## config.mk

```make
export PLATFORM = sky130hd
export DESIGN_NAME = pattern_check
export DESIGN_NICKNAME = d
export VERILOG_FILES = /design/src/rtl/hdb3_pkg.sv /design/src/rtl/pattern_check_sat_counter.sv /design/src/rtl/pattern_check.sv
export SDC_FILE = /design/constraint.sdc
export NUM_CORES = 1
export LEC_CHECK = 0
export ABC_AREA = 1
export BUFFER_PORTS_ARGS = -buffer_cell sky130_fd_sc_hd__buf_4
export CAP_MARGIN = 30
export CORE_MARGIN = 1
export CORE_UTILIZATION = 35
export DETAILED_ROUTE_END_ITERATION = 8
export PLACE_DENSITY = 0.49
export REMOVE_ABC_BUFFERS = 1
export SYNTH_ARGS = -nofsm -noshare
export SYNTH_HDL_FRONTEND = slang
export SYNTH_SLANG_ARGS = --single-unit
```

## constraint.sdc

```tcl
create_clock -name i_clk -period 5.45 [get_ports i_clk]
set_input_delay 0.545 -clock i_clk [delete_from_list [all_inputs] [get_ports i_clk]]
set_output_delay 0.545 -clock i_clk [all_outputs]
set_load 0.1 [all_outputs]
```

## src/rtl/hdb3_pkg.sv

```systemverilog
// Shared definitions for the HDB3 test-pattern path: the pattern word
// common to generator and checker, and the checker state encoding.
package hdb3_pkg;

  localparam logic [31:0] PATTERN_DEF = 32'h8900_F080;

  typedef enum logic [1:0] {
    SEARCH = 2'd0,
    VERIFY = 2'd1,
    LOCK   = 2'd2
  } chk_state_e;

endpackage

```

## src/rtl/pattern_check_sat_counter.sv

```systemverilog
// Saturating up-counter with a synchronous clear that takes priority
// over increment.
module sat_counter #(
  parameter int W = 16
) (
  input  logic         i_clk,
  input  logic         i_rst_n,
  input  logic         i_inc,
  input  logic         i_clr,
  output logic [W-1:0] o_cnt
);

  localparam logic [W-1:0] CNT_MAX  = {W{1'b1}};
  localparam logic [W-1:0] CNT_ZERO = {W{1'b0}};
  localparam logic [W-1:0] CNT_ONE  = {{(W-1){1'b0}}, 1'b1};

  logic [W-1:0] cnt_r;

  // count register: clear wins over increment, increment stops at all-ones
  always_ff @(posedge i_clk or negedge i_rst_n) begin
    if (!i_rst_n) begin
      cnt_r <= CNT_ZERO;
    end else if (i_clr) begin
      cnt_r <= CNT_ZERO;
    end else if (i_inc && (cnt_r != CNT_MAX)) begin
      cnt_r <= cnt_r + CNT_ONE;
    end else begin
      cnt_r <= cnt_r;
    end
  end

  assign o_cnt = cnt_r;

endmodule

```

## src/rtl/pattern_check.sv

```systemverilog
// Receive-side checker for the repeating 32-bit HDB3 test pattern:
// aligns to the pattern phase, then flags and counts bit errors.
import hdb3_pkg::*;

module pattern_check #(
  parameter logic [31:0] PATTERN  = PATTERN_DEF,
  parameter int          LOCK_CNT = 32,
  parameter int          LOSS_CNT = 4,
  parameter int          CNT_W    = 16
) (
  input  logic             i_clk,
  input  logic             i_rst_n,
  input  logic             i_data,
  input  logic             i_valid,
  input  logic             i_clr,
  output logic             o_lock,
  output logic             o_err,
  output logic [CNT_W-1:0] o_err_cnt
);

  localparam logic [7:0] LOCK_C = LOCK_CNT[7:0];
  localparam logic [7:0] LOSS_C = LOSS_CNT[7:0];

  chk_state_e  state_r, state_s;
  logic [31:0] win_r, win_s, nxt_win_s;
  logic [5:0]  fill_r, fill_s;
  logic [4:0]  ph_r, ph_s;
  logic [7:0]  match_r, match_s;
  logic [7:0]  loss_r, loss_s;
  logic        lock_r, lock_s;
  logic        err_r, err_s;
  logic        bit_ok_s;

  // next-state, phase tracking and error detection
  always_comb begin
    state_s   = state_r;
    win_s     = win_r;
    fill_s    = fill_r;
    ph_s      = ph_r;
    match_s   = match_r;
    loss_s    = loss_r;
    lock_s    = lock_r;
    err_s     = 1'b0;
    nxt_win_s = {win_r[30:0], i_data};
    bit_ok_s  = (i_data == PATTERN[ph_r]);
    if (i_valid) begin
      win_s = nxt_win_s;
      if (fill_r != 6'd32) begin
        fill_s = fill_r + 6'd1;
      end else begin
        fill_s = fill_r;
      end
      ph_s = ph_r - 5'd1;
      case (state_r)
        SEARCH: begin
          // fill_r of 31 already counts this bit as the 32nd
          if ((fill_r >= 6'd31) && (nxt_win_s == PATTERN)) begin
            state_s = VERIFY;
            ph_s    = 5'd31;
            match_s = 8'd0;
          end else begin
            state_s = SEARCH;
          end
        end
        VERIFY: begin
          if (bit_ok_s) begin
            if ((match_r + 8'd1) == LOCK_C) begin
              state_s = LOCK;
              lock_s  = 1'b1;
              loss_s  = 8'd0;
              match_s = 8'd0;
            end else begin
              match_s = match_r + 8'd1;
            end
          end else begin
            state_s = SEARCH;
          end
        end
        LOCK: begin
          if (bit_ok_s) begin
            loss_s = 8'd0;
          end else begin
            err_s = 1'b1;
            if ((loss_r + 8'd1) == LOSS_C) begin
              state_s = SEARCH;
              lock_s  = 1'b0;
              loss_s  = 8'd0;
            end else begin
              loss_s = loss_r + 8'd1;
            end
          end
        end
        default: begin
          state_s = SEARCH;
          lock_s  = 1'b0;
        end
      endcase
    end else begin
      err_s = 1'b0;
    end
  end

  // state, window, phase and counter registers
  always_ff @(posedge i_clk or negedge i_rst_n) begin
    if (!i_rst_n) begin
      state_r <= SEARCH;
      win_r   <= 32'd0;
      fill_r  <= 6'd0;
      ph_r    <= 5'd31;
      match_r <= 8'd0;
      loss_r  <= 8'd0;
      lock_r  <= 1'b0;
      err_r   <= 1'b0;
    end else begin
      state_r <= state_s;
      win_r   <= win_s;
      fill_r  <= fill_s;
      ph_r    <= ph_s;
      match_r <= match_s;
      loss_r  <= loss_s;
      lock_r  <= lock_s;
      err_r   <= err_s;
    end
  end

  sat_counter #(.W(CNT_W)) u_err_cnt (
    .i_clk   (i_clk),
    .i_rst_n (i_rst_n),
    .i_inc   (err_s),
    .i_clr   (i_clr),
    .o_cnt   (o_err_cnt)
  );

  assign o_lock = lock_r;
  assign o_err  = err_r;

endmodule

```

Word-level counts from Yosys, hierarchy flattened
Memories as Yosys holds them, arrays and structs flattened.
Cells that the tools add are included.
Widths: inputs -> output; s select.
{ "word_totals": {"ff_bits": 78, "rom_bits": 32, "inputBits": 5, "out_inout_bits": 18, "word_cells": 71, "mem_count": 1} }
{ "mem_list": {"columns": ["name", "words", "width", "read_ports", "rd_ports_with_merged_regs", "wr", "line_no", "text"], "rows": [
  ["(no name shown)", 32, 1, 1, 0, 0, "pattern_check.sv:45", "bit_ok_s = (i_data == PATTERN[ph_r]);"]
]} }
{ "op_classes": {"addsub": 5, "order_cmp": 2, "eq_ne": 14, "n_mux": 28, "n_bitwise": 1, "reduce_logical": 11} }
{ "op_table": {"columns": ["op", "n"], "rows": [
  ["$mux 8", 7],
  ["$eq 32x32->1 const B", 1],
  ["$mux 16", 2],
  ["$pmux 8 s2", 2],
  ["$add 16x1->16 const B", 1],
  ["$add 8x1->8 const B", 2],
  ["$ne 16x16->1 const B", 1],
  ["$reduce_and 4->1", 3],
  ["$mux 5", 2],
  ["$ne 2x2->1 const B", 5],
  ["$mux 1", 9],
  ["$eq 8x3->1 const B", 1],
  ["$eq 8x6->1 const B", 1],
  ["$mux 2", 4],
  ["$add 6x1->6 const B", 1],
  ["$ge 6x5->1 const B", 1],
  ["$lt 5x6->1 const B", 1],
  ["$ne 6x6->1 const B", 1],
  ["$pmux 2 s3", 1],
  ["$reduce_and 6->1", 1],
  ["$reduce_bool 2->1", 3],
  ["$sub 5x1->5 const B", 1],
  ["$ne 3x3->1 const B", 1],
  ["$pmux 1 s3", 1],
  ["other kinds (7)", 8]
]} }

Depth between registers and ports, before layout
{ "logic_depth": {"ltp_word": 9, "ltp_mapped": 15, "mapped_depth_nobuf": 14} }

Hierarchy
A second synthesis with hierarchy kept.
{ "unflattened": {"cells_unflattened": 541, "area_unflattened_um2": 4190.3} }
{ "by_module_without_submodules": {"columns": ["mod", "instances", "cells_per_inst", "area_per_inst_um2", "seq_area_each_um2"], "rows": [
  ["pattern_check", 1, 397, 3153.0, 1557.7],
  ["sat_counter", 1, 144, 1037.2, 400.4]
]} }

Worst setup path after synthesis
OpenSTA, ideal clock, no wires.
{ "synth_timing": {"path_type": "flip-flop to flip-flop", "startpoint": "register u_err_cnt.cnt_r[0], in the netlist u_err_cnt.o_cnt[0]", "endpoint": "register u_err_cnt.cnt_r[14], in the netlist u_err_cnt.o_cnt[14]", "setup_time_ps": 121, "t_arrival_ps": 2303, "required_time_ps": 5329, "slack_ps": 3026, "path_stages_with_launch": 12, "path_buffers": 1, "period_less_slack_ps": 2424, "cell_sequence": "dfrtp_1 -> ha_1 -> nand3_1 -> inv_1 -> nand4_1 -> nor2_1 -> nand2_1 -> nand2_8 -> inv_8 -> buf_12 -> nand3_1 -> nand2_1"} }
{ "synth_via": {"elab_chain_len": 3, "word_cells_on_any_way": 6, "classes_between": "add/sub (1); eq/ne (1); mux (2); reduce/logical (2)"} }
{ "synth_lines": {"columns": ["element", "line_no", "text"], "rows": [
  ["start, declared", "pattern_check_sat_counter.sv:17", "logic [W-1:0] cnt_r;"],
  ["start signal, assigned", "pattern_check_sat_counter.sv:26", "cnt_r <= cnt_r + CNT_ONE;"],
  ["start signal, assigned", "pattern_check_sat_counter.sv:28", "cnt_r <= cnt_r;"],
  ["$add 16x1->16 / $ne 16x16->1 (equally long branches)", "pattern_check_sat_counter.sv:26, pattern_check_sat_counter.sv:25", null],
  ["$mux 16 / $logic_and 1x1->1 (equally long branches)", "pattern_check_sat_counter.sv:25", "end else if (i_inc && (cnt_r != CNT_MAX)) begin"],
  ["$mux 16 / $reduce_bool 2->1 (equally long branches)", null, null]
]} }
Parallel ways exist; a longest one is shown, timed or not. The select of a mux whose other input is x is not followed.
A chain may end at the register's enable or synchronous reset.

Worst setup path after layout
{ "layout_timing": {"startpoint": "register ph_r[0]", "endpoint": "register match_r[4]"} }
{ "layout_via": {"elab_chain_len": 5} }
{ "layout_lines": {"columns": ["element", "line_no", "text"], "rows": [
  ["start, declared", "pattern_check.sv:27", "logic [4:0] ph_r, ph_s;"],
  ["start signal, assigned", "pattern_check.sv:118", "ph_r <= ph_s;"],
  ["$mem_v2 32x1", null, null],
  ["$mux 1 (not written as such)", "pattern_check.sv:45", null],
  ["$eq 1x1->1", "pattern_check.sv:45", null],
  ["$ne 2x2->1 (no source line)", null, null],
  ["$reduce_and 4->1 (no source line)", null, null],
  ["end signal, assigned", "pattern_check.sv:119", "match_r <= match_s;"],
  ["end, declared", "pattern_check.sv:28", "logic [7:0] match_r, match_s;"]
]} }
Every way passes these cells. The select of a mux whose other input is x is not followed.

==> reports/results.txt <==
Met3 GRT Util: 2.484%
Post-synth top area share: 42.77%
Final hold violations: 0
Reg-to-Reg Start: ph_r[0]$_DFFE_PN1P_
WL/cell: 11.78 um
Setup_tns: 0 ns
Initial antenna violation count: 0
Bufs on Longest Clock Path: 2
Crit path max fanout: 11
Syn Inst Count: 554
Seq/Total Area, Yosys: 45.84%
Fmax: 432.3 MHz
DRC Markers: 0
Area leader, netlist: dfrtp_1
Critical path arrival: 2.51 ns
Ant. Diodes: 0
Die footprint: 12650 um^2
RSZ-0062 raised after global routing: no
Worst clock skew: 0.006668 ns
Average size of a mapped cell: 7.710 um^2
Nets@finish: 586
Overall Global Routing Usage: 15.00%
Post-DP HPWL: 5809 um
Reg2reg end: match_r[4]$_DFFE_PN0P_
Worst min path class: input port to asynchronous set/reset pin
GRT overflow: 0
Pre-CTS setup slack: 3.132 ns
Post-synthesis cell area: 4272 um^2
First drt pass iteration count: 5
Number of port buffers: 22
Fraction of layout cells with a size suffix above 1: 10.05%
MaxCap Viol Count: 0
Pwr dens: 320.5 nW/um^2
Clk slew on worst S/H paths: 0.06 ns
Chip height: 112.5 um
Sink Count: 78
IO Pins: 23
Post_cts resized: 0
Synth warnings: 0
Avg Vias per Cell: 4.756
Vias in the first global route: 3246
Synth cell types: 32
Hold Buf Count CTS: 0
Peak VDD IR: 0.1110 mV
Starting density of the core: 36.63%
Rel. slew slack: 36.08%
P&R area growth vs syn: 13.74%
Final core utilization: 41.66%
Standard-cell rows: 39
Largest cells by area after synthesis: dfrtp_1 43%, nand2_1 14%, nand3_1 7.5%
Type of the worst setup path: register to register
R2r worst-path depth: 12
Fin crit period: 2.313 ns
Reg2Reg Setup Slack: 3.14 ns
Via count: 3424
GR peak layer: met2
Antenna-violating nets left: 0
Least-Margin Pin Slew: 0.9577 ns
Hold WS: 0.1380 ns
Met1 global-route usage: 19.52%
Final setup violation count: 0
CTS buffer count: 9
Core area: 11660 um^2
CTS tree: done
Synth Register Bits: 78
GR Layer Usage met2: 24.64%
Status: complete, no violations
Clock Tree Root: clkbuf_16
Postcts setup bufs: 0
Drt total wl: 8479 um
Global-route wire length before repair: 15300 um
H-tree levels: 3
P_leak: 2.506 nW
Final Cycle Share: 42.44%
Final WS setup: 3.137 ns
Crit end category: register
Critical path startpoint category: register
Clk Latency, worst-skew pair: 0.34 ns
DR iter-0 viols: 113
Largest net degree at the start of global routing: 52
Final slew viol count: 0
Gpl congestion: 0.7540
Power, Total: 1.557 mW
Die width: 112.5 um
CP Data Required Time: 5.65 ns
-- synth_stat cells, drive strengths merged --
cell    number
dfstp        5
o21bai       2
nor2        47
or3          1
clkbuf       7
dfrtp       73
nor4         1
nand2      170
o21ai       39
nor3         3
nand3       68
nand3b       3
nand4       16
xor2        18
inv         77
xnor2        3
ha           9
a21oi        3
buf          9
-- state kept, by name, indices dropped and copies added (netlist names) --
signal	flops
win_r	31
u_err_cnt.o_cnt	16
loss_r	8
match_r	8
fill_r	6
ph_r	5
state_r	2
o_err	1
o_lock	1
-- cells in the final DEF, fill, tap and decap left out, drive strengths merged --
master | Yosys | layout
xor2 | 18 | 18
dfrtp | 73 | 73
o21bai | 2 | 2
dfstp | 5 | 5
nor3 | 3 | 3
buf | 9 | 23
clkinv | 0 | 1
nand4 | 16 | 16
nand2 | 170 | 170
nand3b | 3 | 3
clkbuf | 7 | 13
nand3 | 68 | 68
a21oi | 3 | 3
clkinvlp | 0 | 1
ha | 9 | 9
nor4 | 1 | 1
inv | 77 | 77
nor2 | 47 | 47
xnor2 | 3 | 3
or3 | 1 | 1
o21ai | 39 | 39
bufinv | 0 | 1
-- cell families after synthesis --
kind of cell,after synthesis,share of synthesized area (%)
buf+inv,93,8.992
flops,78,45.84
simple gates,309,32.43
xor+xnor,21,4.306
compound gates,44,5.800
fa+ha+maj,9,2.636
-- metrics by stage --
step / cells / area (um^2)
after floorplan: 538 / 4184
after global placement: 703 / 4528
after detailed placement: 704 / 4556
after CTS: 720 / 4858
after global routing: 720 / 4858
final: 720 / 4858
-- worst max-delay path by stage --
stage,depth (start not counted),start,to
global placement,12,ph_r[0]$_DFFE_PN1P_,match_r[4]$_DFFE_PN0P_
CTS,12,ph_r[0]$_DFFE_PN1P_,match_r[4]$_DFFE_PN0P_
finish,12,ph_r[0]$_DFFE_PN1P_,match_r[4]$_DFFE_PN0P_
floorplan,10,u_err_cnt.o_cnt[0]$_DFFE_PN0P_,u_err_cnt.o_cnt[0]$_DFFE_PN0P_
global route,11,ph_r[0]$_DFFE_PN1P_,match_r[4]$_DFFE_PN0P_
detailed placement,12,ph_r[0]$_DFFE_PN1P_,match_r[4]$_DFFE_PN0P_
-- final cells by class --
cell class	instances	area [um^2]
Fill cell	1195	6804
Sequential cell	78	1958
Multi-Input combinational cell	383	1929
Inverter	77	296.5
Clock buffer	13	260.3
Timing Repair Buffer	23	192.7
Tap cell	143	178.9
Clock inverter	3	42.54
-- worst max-delay path, cell delays in order, from the launching register on --
cell and delay [ns]:
dfstp_2 0.54, inv_1 0.05, ha_1 0.30, inv_1 0.06, nand2_1 0.07, a21oi_4 0.15
nand3_1 0.09, nand3_1 0.08, nand2_1 0.07, inv_1 0.28, nand2_1 0.30, nand2_1 0.11
o21ai_0 0.08
-- power by group --
part | switching (mW) | internal (mW)
logic | 0.140 | 0.0850
clock network | 0.229 | 0.379
registers | 0.0587 | 0.666
total | 0.427 | 1.13
-- layer usage --
metal  share of wire [%]  vias to the layer above
met5                   0                        -
met4                 1.9                        0
met3                 2.3                       11
met2                  46                       39
met1                  50                     1586
li1                    -                     1788
No activity file was read; power rests on OpenSTA's default activity.
